==> config.mk <==
export PLATFORM = sky130hd
export DESIGN_NAME = mem_req_unit
export DESIGN_NICKNAME = d
export VERILOG_FILES = /design/src/rtl/mem_req_pkg.sv /design/src/rtl/lock_backoff.sv /design/src/rtl/mem_req_unit.sv
export SDC_FILE = /design/constraint.sdc
export NUM_CORES = 1
export LEC_CHECK = 0
export BUFFER_PORTS_ARGS = -buffer_cell sky130_fd_sc_hd__buf_2
export CAP_MARGIN = 20
export CORE_MARGIN = 2
export CORE_UTILIZATION = 40
export DETAILED_ROUTE_END_ITERATION = 8
export PLACE_DENSITY = 0.79
export SYNTH_ARGS = -nofsm -noshare
export SYNTH_HDL_FRONTEND = slang
export SYNTH_SLANG_ARGS = --single-unit
==> constraint.sdc <==
create_clock -name clk -period 1.51 [get_ports clk]
set_input_delay 0.151 -clock clk [delete_from_list [all_inputs] [get_ports clk]]
set_output_delay 0.151 -clock clk [all_outputs]
set_load 0.01 [all_outputs]
==> src/rtl/mem_req_pkg.sv <==
// Shared types and widths for the memory request unit.
package mem_req_pkg;

   localparam int unsigned ADR_W   = 16;
   localparam int unsigned DAT_W   = 16;
   localparam int unsigned MUTEX_W = 10;

   typedef enum logic [1:0] {
      OP_LOAD   = 2'd0,
      OP_STORE  = 2'd1,
      OP_LOCK   = 2'd2,
      OP_UNLOCK = 2'd3
   } op_e;

   typedef enum logic [2:0] {
      ST_IDLE    = 3'd0,
      ST_MEM     = 3'd1,
      ST_LOCK    = 3'd2,
      ST_BACKOFF = 3'd3,
      ST_UNLOCK  = 3'd4,
      ST_RESP    = 3'd5
   } state_e;

   // Bits needed to hold a counter value in 0..max_val.
   function automatic int unsigned cnt_w(input int unsigned max_val);
      return $clog2(max_val + 1);
   endfunction

endpackage

==> src/rtl/lock_backoff.sv <==
// Exponential backoff timer: interval starts at 1, doubles per failure, saturates at BACKOFF_MAX.
module lock_backoff
   import mem_req_pkg::*;
#(
   parameter int unsigned BACKOFF_MAX = 8
) (
   input  logic clk,
   input  logic reset,
   input  logic clear,
   input  logic fail,
   input  logic tick,
   output logic expired
);

   localparam int unsigned BW = cnt_w(BACKOFF_MAX);

   logic [BW-1:0] intv_q, intv_d;
   logic [BW-1:0] cnt_q, cnt_d;
   logic [BW:0]   dbl;

   // Reload, doubling and countdown of the current wait interval.
   always_comb begin
      intv_d = intv_q;
      cnt_d  = cnt_q;
      dbl    = {intv_q, 1'b0};
      if (clear) begin
         intv_d = BW'(1);
         cnt_d  = '0;
      end else if (fail) begin
         cnt_d  = intv_q;
         intv_d = (dbl > (BW + 1)'(BACKOFF_MAX)) ? BW'(BACKOFF_MAX) : dbl[BW-1:0];
      end else if (tick && (cnt_q != '0)) begin
         cnt_d = cnt_q - BW'(1);
      end
   end

   // Last waiting cycle of the interval.
   assign expired = tick && (cnt_q == BW'(1));

   // Interval and countdown registers.
   always_ff @(posedge clk) begin
      if (reset) begin
         intv_q <= BW'(1);
         cnt_q  <= '0;
      end else begin
         intv_q <= intv_d;
         cnt_q  <= cnt_d;
      end
   end

endmodule

==> src/rtl/mem_req_unit.sv <==
// Core-side request unit: shared-memory LOAD/STORE and mutex LOCK/UNLOCK with backoff.
module mem_req_unit
   import mem_req_pkg::*;
#(
   parameter int unsigned LOCK_TRIES  = 16,
   parameter int unsigned BACKOFF_MAX = 8
) (
   input  logic               clk,
   input  logic               reset,
   input  logic               req_valid,
   output logic               req_ready,
   input  logic [1:0]         req_op,
   input  logic [ADR_W-1:0]   req_adr,
   input  logic [DAT_W-1:0]   req_dat,
   output logic               rsp_valid,
   output logic [DAT_W-1:0]   rsp_dat,
   output logic               rsp_err,
   output logic               mem_read,
   output logic               mem_write,
   output logic [ADR_W-1:0]   mem_read_adr,
   output logic [ADR_W-1:0]   mem_write_adr,
   output logic [DAT_W-1:0]   mem_write_dat,
   output logic [MUTEX_W-1:0] lock_adr,
   output logic               lock_en,
   output logic               unlock_en,
   input  logic [DAT_W-1:0]   mem_dat,
   input  logic               mem_ac,
   input  logic               lock_ac
);

   localparam int unsigned TW = cnt_w(LOCK_TRIES);

   state_e           state_q, state_d;
   op_e              op_q, op_d;
   logic [ADR_W-1:0] adr_q, adr_d;
   logic [DAT_W-1:0] dat_q, dat_d;
   logic [TW-1:0]    tries_q, tries_d, tries_inc;
   logic             req_ready_q, req_ready_d;
   logic             rsp_valid_q, rsp_valid_d;
   logic [DAT_W-1:0] rsp_dat_q, rsp_dat_d;
   logic             rsp_err_q, rsp_err_d;
   logic             mem_read_q, mem_read_d;
   logic             mem_write_q, mem_write_d;
   logic             lock_en_q, lock_en_d;
   logic             unlock_en_q, unlock_en_d;
   logic             bo_clear, bo_fail, bo_tick, bo_expired;

   lock_backoff #(.BACKOFF_MAX(BACKOFF_MAX)) u_backoff (
      .clk     (clk),
      .reset   (reset),
      .clear   (bo_clear),
      .fail    (bo_fail),
      .tick    (bo_tick),
      .expired (bo_expired)
   );

   // Next state, request latching, and registered outputs decoded from the next state.
   always_comb begin
      state_d   = state_q;
      op_d      = op_q;
      adr_d     = adr_q;
      dat_d     = dat_q;
      tries_d   = tries_q;
      tries_inc = tries_q + TW'(1);
      rsp_dat_d = rsp_dat_q;
      rsp_err_d = rsp_err_q;
      bo_clear  = 1'b0;
      bo_fail   = 1'b0;
      bo_tick   = 1'b0;

      unique case (state_q)
         ST_IDLE: begin
            if (req_valid && req_ready_q) begin
               op_d      = op_e'(req_op);
               adr_d     = req_adr;
               dat_d     = req_dat;
               tries_d   = '0;
               rsp_dat_d = '0;
               rsp_err_d = 1'b0;
               bo_clear  = 1'b1;
               case (op_e'(req_op))
                  OP_LOCK:   state_d = ST_LOCK;
                  OP_UNLOCK: state_d = ST_UNLOCK;
                  default:   state_d = ST_MEM;
               endcase
            end
         end
         ST_MEM: begin
            if (mem_ac) begin
               state_d = ST_RESP;
               if (op_q == OP_LOAD) rsp_dat_d = mem_dat;
            end
         end
         ST_LOCK: begin
            if (lock_ac) begin
               state_d = ST_RESP;
            end else begin
               tries_d = tries_inc;
               if (tries_inc == TW'(LOCK_TRIES)) begin
                  state_d   = ST_RESP;
                  rsp_err_d = 1'b1;
               end else begin
                  state_d = ST_BACKOFF;
                  bo_fail = 1'b1;
               end
            end
         end
         ST_BACKOFF: begin
            bo_tick = 1'b1;
            if (bo_expired) state_d = ST_LOCK;
         end
         ST_UNLOCK: begin
            if (lock_ac) state_d = ST_RESP;
         end
         ST_RESP: state_d = ST_IDLE;
         default: state_d = ST_IDLE;
      endcase

      req_ready_d = (state_d == ST_IDLE);
      rsp_valid_d = (state_d == ST_RESP);
      mem_read_d  = (state_d == ST_MEM) && (op_d == OP_LOAD);
      mem_write_d = (state_d == ST_MEM) && (op_d == OP_STORE);
      lock_en_d   = (state_d == ST_LOCK);
      unlock_en_d = (state_d == ST_UNLOCK);
   end

   // State, latches and output registers; reset also cancels any in-flight request.
   always_ff @(posedge clk) begin
      if (reset) begin
         state_q     <= ST_IDLE;
         op_q        <= OP_LOAD;
         adr_q       <= '0;
         dat_q       <= '0;
         tries_q     <= '0;
         req_ready_q <= 1'b0;
         rsp_valid_q <= 1'b0;
         rsp_dat_q   <= '0;
         rsp_err_q   <= 1'b0;
         mem_read_q  <= 1'b0;
         mem_write_q <= 1'b0;
         lock_en_q   <= 1'b0;
         unlock_en_q <= 1'b0;
      end else begin
         state_q     <= state_d;
         op_q        <= op_d;
         adr_q       <= adr_d;
         dat_q       <= dat_d;
         tries_q     <= tries_d;
         req_ready_q <= req_ready_d;
         rsp_valid_q <= rsp_valid_d;
         rsp_dat_q   <= rsp_dat_d;
         rsp_err_q   <= rsp_err_d;
         mem_read_q  <= mem_read_d;
         mem_write_q <= mem_write_d;
         lock_en_q   <= lock_en_d;
         unlock_en_q <= unlock_en_d;
      end
   end

   assign req_ready     = req_ready_q;
   assign rsp_valid     = rsp_valid_q;
   assign rsp_dat       = rsp_dat_q;
   assign rsp_err       = rsp_err_q;
   assign mem_read      = mem_read_q;
   assign mem_write     = mem_write_q;
   assign mem_read_adr  = adr_q;
   assign mem_write_adr = adr_q;
   assign mem_write_dat = dat_q;
   assign lock_adr      = adr_q[MUTEX_W-1:0];
   assign lock_en       = lock_en_q;
   assign unlock_en     = unlock_en_q;

endmodule

Word level (Yosys, flattened, before mapping)
Cells that the tools add are included.
{"block": "totals", "register_bits": 73, "inputBits": 55, "output_inout_bits": 81, "word_cells": 84}
{"block": "classes", "n_addsub": 2, "magnitude_cmp": 1, "n_eq_ne": 18, "muxes": 30, "n_reduce_logical": 18}
{"op": "2-to-1 mux 16 bit", "n": 3}
{"op": "case mux 16 bit (2 select lines)", "n": 1}
{"op": "2-to-1 mux 3 bit", "n": 6}
{"op": "case mux 3 bit (5 select lines)", "n": 1}
{"op": "2-to-1 mux 4 bit", "n": 3}
{"op": "2-to-1 mux 5 bit", "n": 2}
{"op": "inequality test 2 bit (second input constant)", "n": 5}
{"op": "case mux 5 bit (2 select lines)", "n": 1}
{"op": "== test 3 x 2 -> 1 bit (second input constant)", "n": 3}
{"op": "== test 3 bit (second input constant)", "n": 3}
{"op": "2-to-1 mux 1 bit", "n": 9}
{"op": "AND reduction 4 bit", "n": 2}
{"op": "== test 3 x 1 -> 1 bit (second input constant)", "n": 2}
{"op": "logical NOT 3 bit", "n": 2}
{"op": "case mux 3 bit (2 select lines)", "n": 1}
{"op": "nonzero test 2 bit", "n": 3}
{"op": "adder 5 x 1 -> 5 bit (second input constant)", "n": 1}
{"op": "== test 5 bit (second input constant)", "n": 1}
{"op": "greater-than comparator 5 x 4 -> 1 bit (second input constant)", "n": 1}
{"op": "logical AND 1 bit", "n": 5}
{"op": "== test 2 bit (second input constant)", "n": 2}
{"op": "== test 4 x 1 -> 1 bit (second input constant)", "n": 1}
{"op": "logical NOT 2 bit", "n": 2}
{"op": "2-to-1 mux 2 bit", "n": 2}
{"op": "other kinds (7)", "n": 7}

Depth between registers and ports, before layout
{"block": "logic_depth", "depth_word": 7, "ltp_mapped": 7, "ltp_nobuf": 7}

Cells and area by module
A second synthesis with hierarchy kept.
{"block": "hier_totals", "hier_cells": 375, "hier_area_um2": 3065.4}
{"module": "mem_req_unit", "instances": 1, "cells_each": 327, "area_per_inst_um2": 2656.3}
{"module": "lock_backoff", "instances": 1, "cells_each": 48, "area_per_inst_um2": 409.1}

Worst setup path after synthesis
No wires, ideal clock.
{"block": "synth_timing", "kind": "register to register", "from": "reg state_q[1]", "to": "reg lock_en_q, in the netlist lock_en", "arrival_ns": 1.593, "required_ns": 1.422, "setup_slack_ns": -0.171, "path_stages_with_launch": 7, "synth_period_minus_slack_ns": 1.681, "cell_sequence": "dfxtp_1 or3b_1 or2_4 a31o_1 buf_6 and3_4 nor4_2"}
{"block": "synth_between", "elab_chain_len": 6, "elab_cells_between_ends": 13}
{"element": "from (decl)", "line_no": "mem_req_unit.sv:33", "text": "state_e state_q, state_d;"}
{"element": "from (signal assigned)", "line_no": "mem_req_unit.sv:144", "text": "state_q <= state_d;"}
{"element": "== test 3 x 2 -> 1 bit", "line_no": "mem_req_unit.sv:71", "text": "unique case (state_q)"}
{"element": "2-to-1 mux 1 bit", "line_no": "mem_req_unit.sv:71"}
{"element": "logical AND 1 bit", "line_no": "lock_backoff.sv:38", "text": "assign expired = tick && (cnt_q == BW'(1));"}
{"element": "2-to-1 mux 3 bit", "line_no": "mem_req_unit.sv:110", "text": "if (bo_expired) state_d = ST_LOCK;"}
{"element": "case mux 3 bit (5 select lines) (*)", "line_no": "mem_req_unit.sv:71"}
{"element": "== test 3 x 2 -> 1 bit (*)", "line_no": "mem_req_unit.sv:123", "text": "lock_en_d = (state_d == ST_LOCK);"}
{"element": "to (signal assigned)", "line_no": "mem_req_unit.sv:155", "text": "lock_en_q <= lock_en_d;"}
{"element": "to (decl)", "line_no": "mem_req_unit.sv:44", "text": "logic lock_en_q, lock_en_d;"}
Every way passes the cells marked *; elsewhere a longest branch is shown, timed or not.
A chain may end at the register's enable or synchronous reset.

Final worst setup path
Same ends and word-level chain as after synthesis.

==> results.ini <==
[cts]
clkTransAtPathRegs_ns = 0.09
cts_tree = yes
ctsHoldBuffers = 0
cts_root_buf = clkbuf_8
clkLatencyLatePin_ns = 0.35
htreeDepth = 3
numCtsBuffers = 9
cts_buffer_depth = 2
cts.sinks = 73

[grt]
grt_antenna_before_repair = 0
grt_pass1_vias = 2733
grt_first_pass_wirelength_mm = 13.0
grt_use_total_pct = 19.6
grt_max_degree = 38
grt-ovfl-total = 0

[worst_setup_path]
path_cells = or3b_4 > or2_4 > a31o_4 > and3_4 > nor4_4
cp-start-kind = flop
r2r-end = lock_en
crit_type = reg2reg
critPathMaxStageDelay_ns = 0.38
cp_slowest_cell = or3b_4
worst_ep_required_time_ns = 1.76
rr_startpoint = state_q[1]
reg2reg_setup_slack_ns = -0.14
end_kind = flop
cp_data_arrival_time_ns = 1.91
crit_fanout = 5
reg2reg_depth = 5

[min_path]
hold_path_class = in2reg
holdPathEnd = mem_read_adr[13]
hold_path_depth = 3
holdCritStartpoint = req_adr[13]

[final_layout]
drive_above_1_share_pct = 52.1
final_util_pct = 62.5
num-nets-final = 556
antenna_cells = 0
area_growth_pct = 52.1
layout.cells.non_filler = 602

[placed_design]
hpwlAfterDp_mm = 5.16
finalWeightedCongestion = 0.861
dp_slack_ns = -0.184
dp.cells = 568
io_buffers = 135

[synthesis]
synth_area_um2 = 2960
synthesis.nets = 409
synthFlopType = dfxtp_1
synth_edf_count = 0
async_flop_share_pct = 0
yosysSeqAreaShare_pct = 49.3
syn_inst = 351
synth_top_area_cell = dfxtp_1
synth.area.top_cells = dfxtp_1, nand2_1, a21oi_1
synth_seq_cells = 73
ys_warn_count = 0
postSynthAreaPerCell_um2 = 8.44
yosysTopAreaCellShare_pct = 49.3
synth_cell_types = 43

[pwr]
switchingPower_uw = 1750
switching_share_pct = 31.5
p_int_uw = 3810
power.clock.fraction_pct = 30.8
ir_drop_mv = 0.591
p_comb_share_pct = 29.5
p_seq_share_pct = 39.6
p_leak_uw = 0.00204
power_density_nw_per_um2 = 1230

[sta]
fmax_mhz = 605
worstMarginPinSlew_ns = 0.400
finalCriticalPeriod_ns = 1.65
worst_slack_ns = -0.142
hold_viol = 0
finalSetupViolations = 31
drv_slew = 0
clock_skew_ns = 0.0111
rsz0062_at_grt = true
fin_crit_sh_pct = 109
slew_headroom_pct = 73.4

[status]
status = finished with violations
violations = setup timing

[floorplan]
die_h_um = 90.1
core_um2 = 7210
die_w_um = 90.1
ioPinCount = 136
initial_core_util_pct = 41.1
rows = 31
dieArea_um2 = 8110

[drt]
wire_per_inst_um = 14.7
post-route-drc-count = 0
vias_per_cell = 5.01
vias = 3018
ant_nets = 0
dr.pass1.iters = 5
drt_iter0_drc = 174
totalWireLength_mm = 8.84

[job]
drv_cap = 0

[Yosys cell counts, types with 2 or more instances]
| cell type | count |
|---|---|
| a211oi_1 | 2 |
| nor2b_1 | 2 |
| a21oi_1 | 48 |
| ha_1 | 3 |
| nand2b_1 | 5 |
| dfxtp_1 | 73 |
| nand3_1 | 9 |
| nand4b_1 | 3 |
| buf_4 | 26 |
| a31oi_1 | 2 |
| nor3_1 | 2 |
| nor2_1 | 36 |
| mux2i_1 | 2 |
| o21ai_1 | 2 |
| xor2_1 | 2 |
| a22oi_1 | 17 |
| inv_1 | 4 |
| nor3b_1 | 3 |
| clkbuf_1 | 15 |
| nand2_1 | 69 |
| buf_2 | 2 |
| a21o_1 | 2 |
| nand3b_1 | 2 |
[layer usage]
layer	global-route usage [%]	share of wire (%)	vias up
li1	-	-	1474
met1	24.0	42	1416
met2	33.6	50	111
met3	5.11	6.5	17
met4	6.41	1.7	0
met5	0	0	-
[area by class of cell]
cell class              count  area (um2)
clock buffers               9         124
flip-flops and latches     73        1470
inverters                   4        15.0
clock inverters             7         103
fillers                   623        2710
well taps                  99         124
repair buffers            179        1140
multi-input cells         231        1530
[worst max-delay path, delay by kind of cell, from the launching register on]
family	cells	cell delay (ns)
AO/OA/AOI/OAI	1	0.24
AND/OR/NAND/NOR	4	0.99
flip-flops	1	0.34
[power by group through the flow]
stage | registers [uW] | logic (uW) | clock network, uW
2_1_floorplan | 2300 | 660 | 0
3_3_place_gp | 2230 | 1100 | 0
3_5_place_dp | 2230 | 1120 | 0
4_1_cts | 2190 | 1350 | 1760
5_1_grt | 2220 | 1770 | 1850
6_report | 2200 | 1640 | 1710
[stage by stage]
stage | power [uW] | TNS (ns) | hold slack (ns) | instance area, um2
floorplan | 2960 | -1.57 | 0.287 | 2970
global placement | 3330 | -2.37 | 0.392 | 3710
detailed placement | 3350 | -3.63 | 0.397 | 3710
CTS | 5300 | -0.873 | 0.0164 | 4200
global route | 5840 | -5.33 | 0.0233 | 4510
finish | 5560 | -2.33 | 0.0330 | 4510
[registers in the layout, summed over array words and instances, names as in the netlist, 2 cells and up]
name / count
mem_write_dat: 16
u_backoff.intv_q: 4
state_q: 3
rsp_dat: 16
mem_read_adr: 16
u_backoff.cnt_q: 4
tries_q: 5
op_q: 2
[kinds of logic after synthesis]
kind of cell    share of synthesized area (%)
compound gates                           16.4
xor+xnor                                0.591
fa+ha+maj                                1.27
buf+inv                                  9.84
flops                                    49.3
mux                                     0.676
simple gates                             21.9
[what timing repair did]
action | 4_1_cts | 5_1_grt
endpoints found under the setup margin | 70 | 71
pin swaps | 17 | 23
setup buffers | 5 | 6
gates cloned | 3 | 5
gates resized for setup | 47 | 35
[how the worst max path moves through the flow]
stage | from | endpoint | slack [ns] | cells after the start
6_report | state_q[1] | lock_en | -0.14 | 5
4_1_cts | state_q[0] | lock_en | -0.10 | 5
3_3_place_gp | state_q[1] | rsp_dat[10] | -0.11 | 6
5_1_grt | state_q[0] | rsp_dat[11] | -0.20 | 7
3_5_place_dp | state_q[0] | rsp_dat[7] | -0.18 | 6
2_1_floorplan | state_q[1] | lock_en | -0.13 | 6
[cell usage in the layout (no fill, tap or decap), types with 4 or more instances in the layout]
master	instances
clkbuf_8	9
a21oi_2	12
a22oi_2	16
dfxtp_1	67
buf_6	10
clkbuf_16	4
dfxtp_2	6
nand3_1	7
a21oi_1	36
nand2_1	69
buf_2	135
nor2_1	31
buf_4	28
No activity file was read; power rests on OpenSTA's default activity.
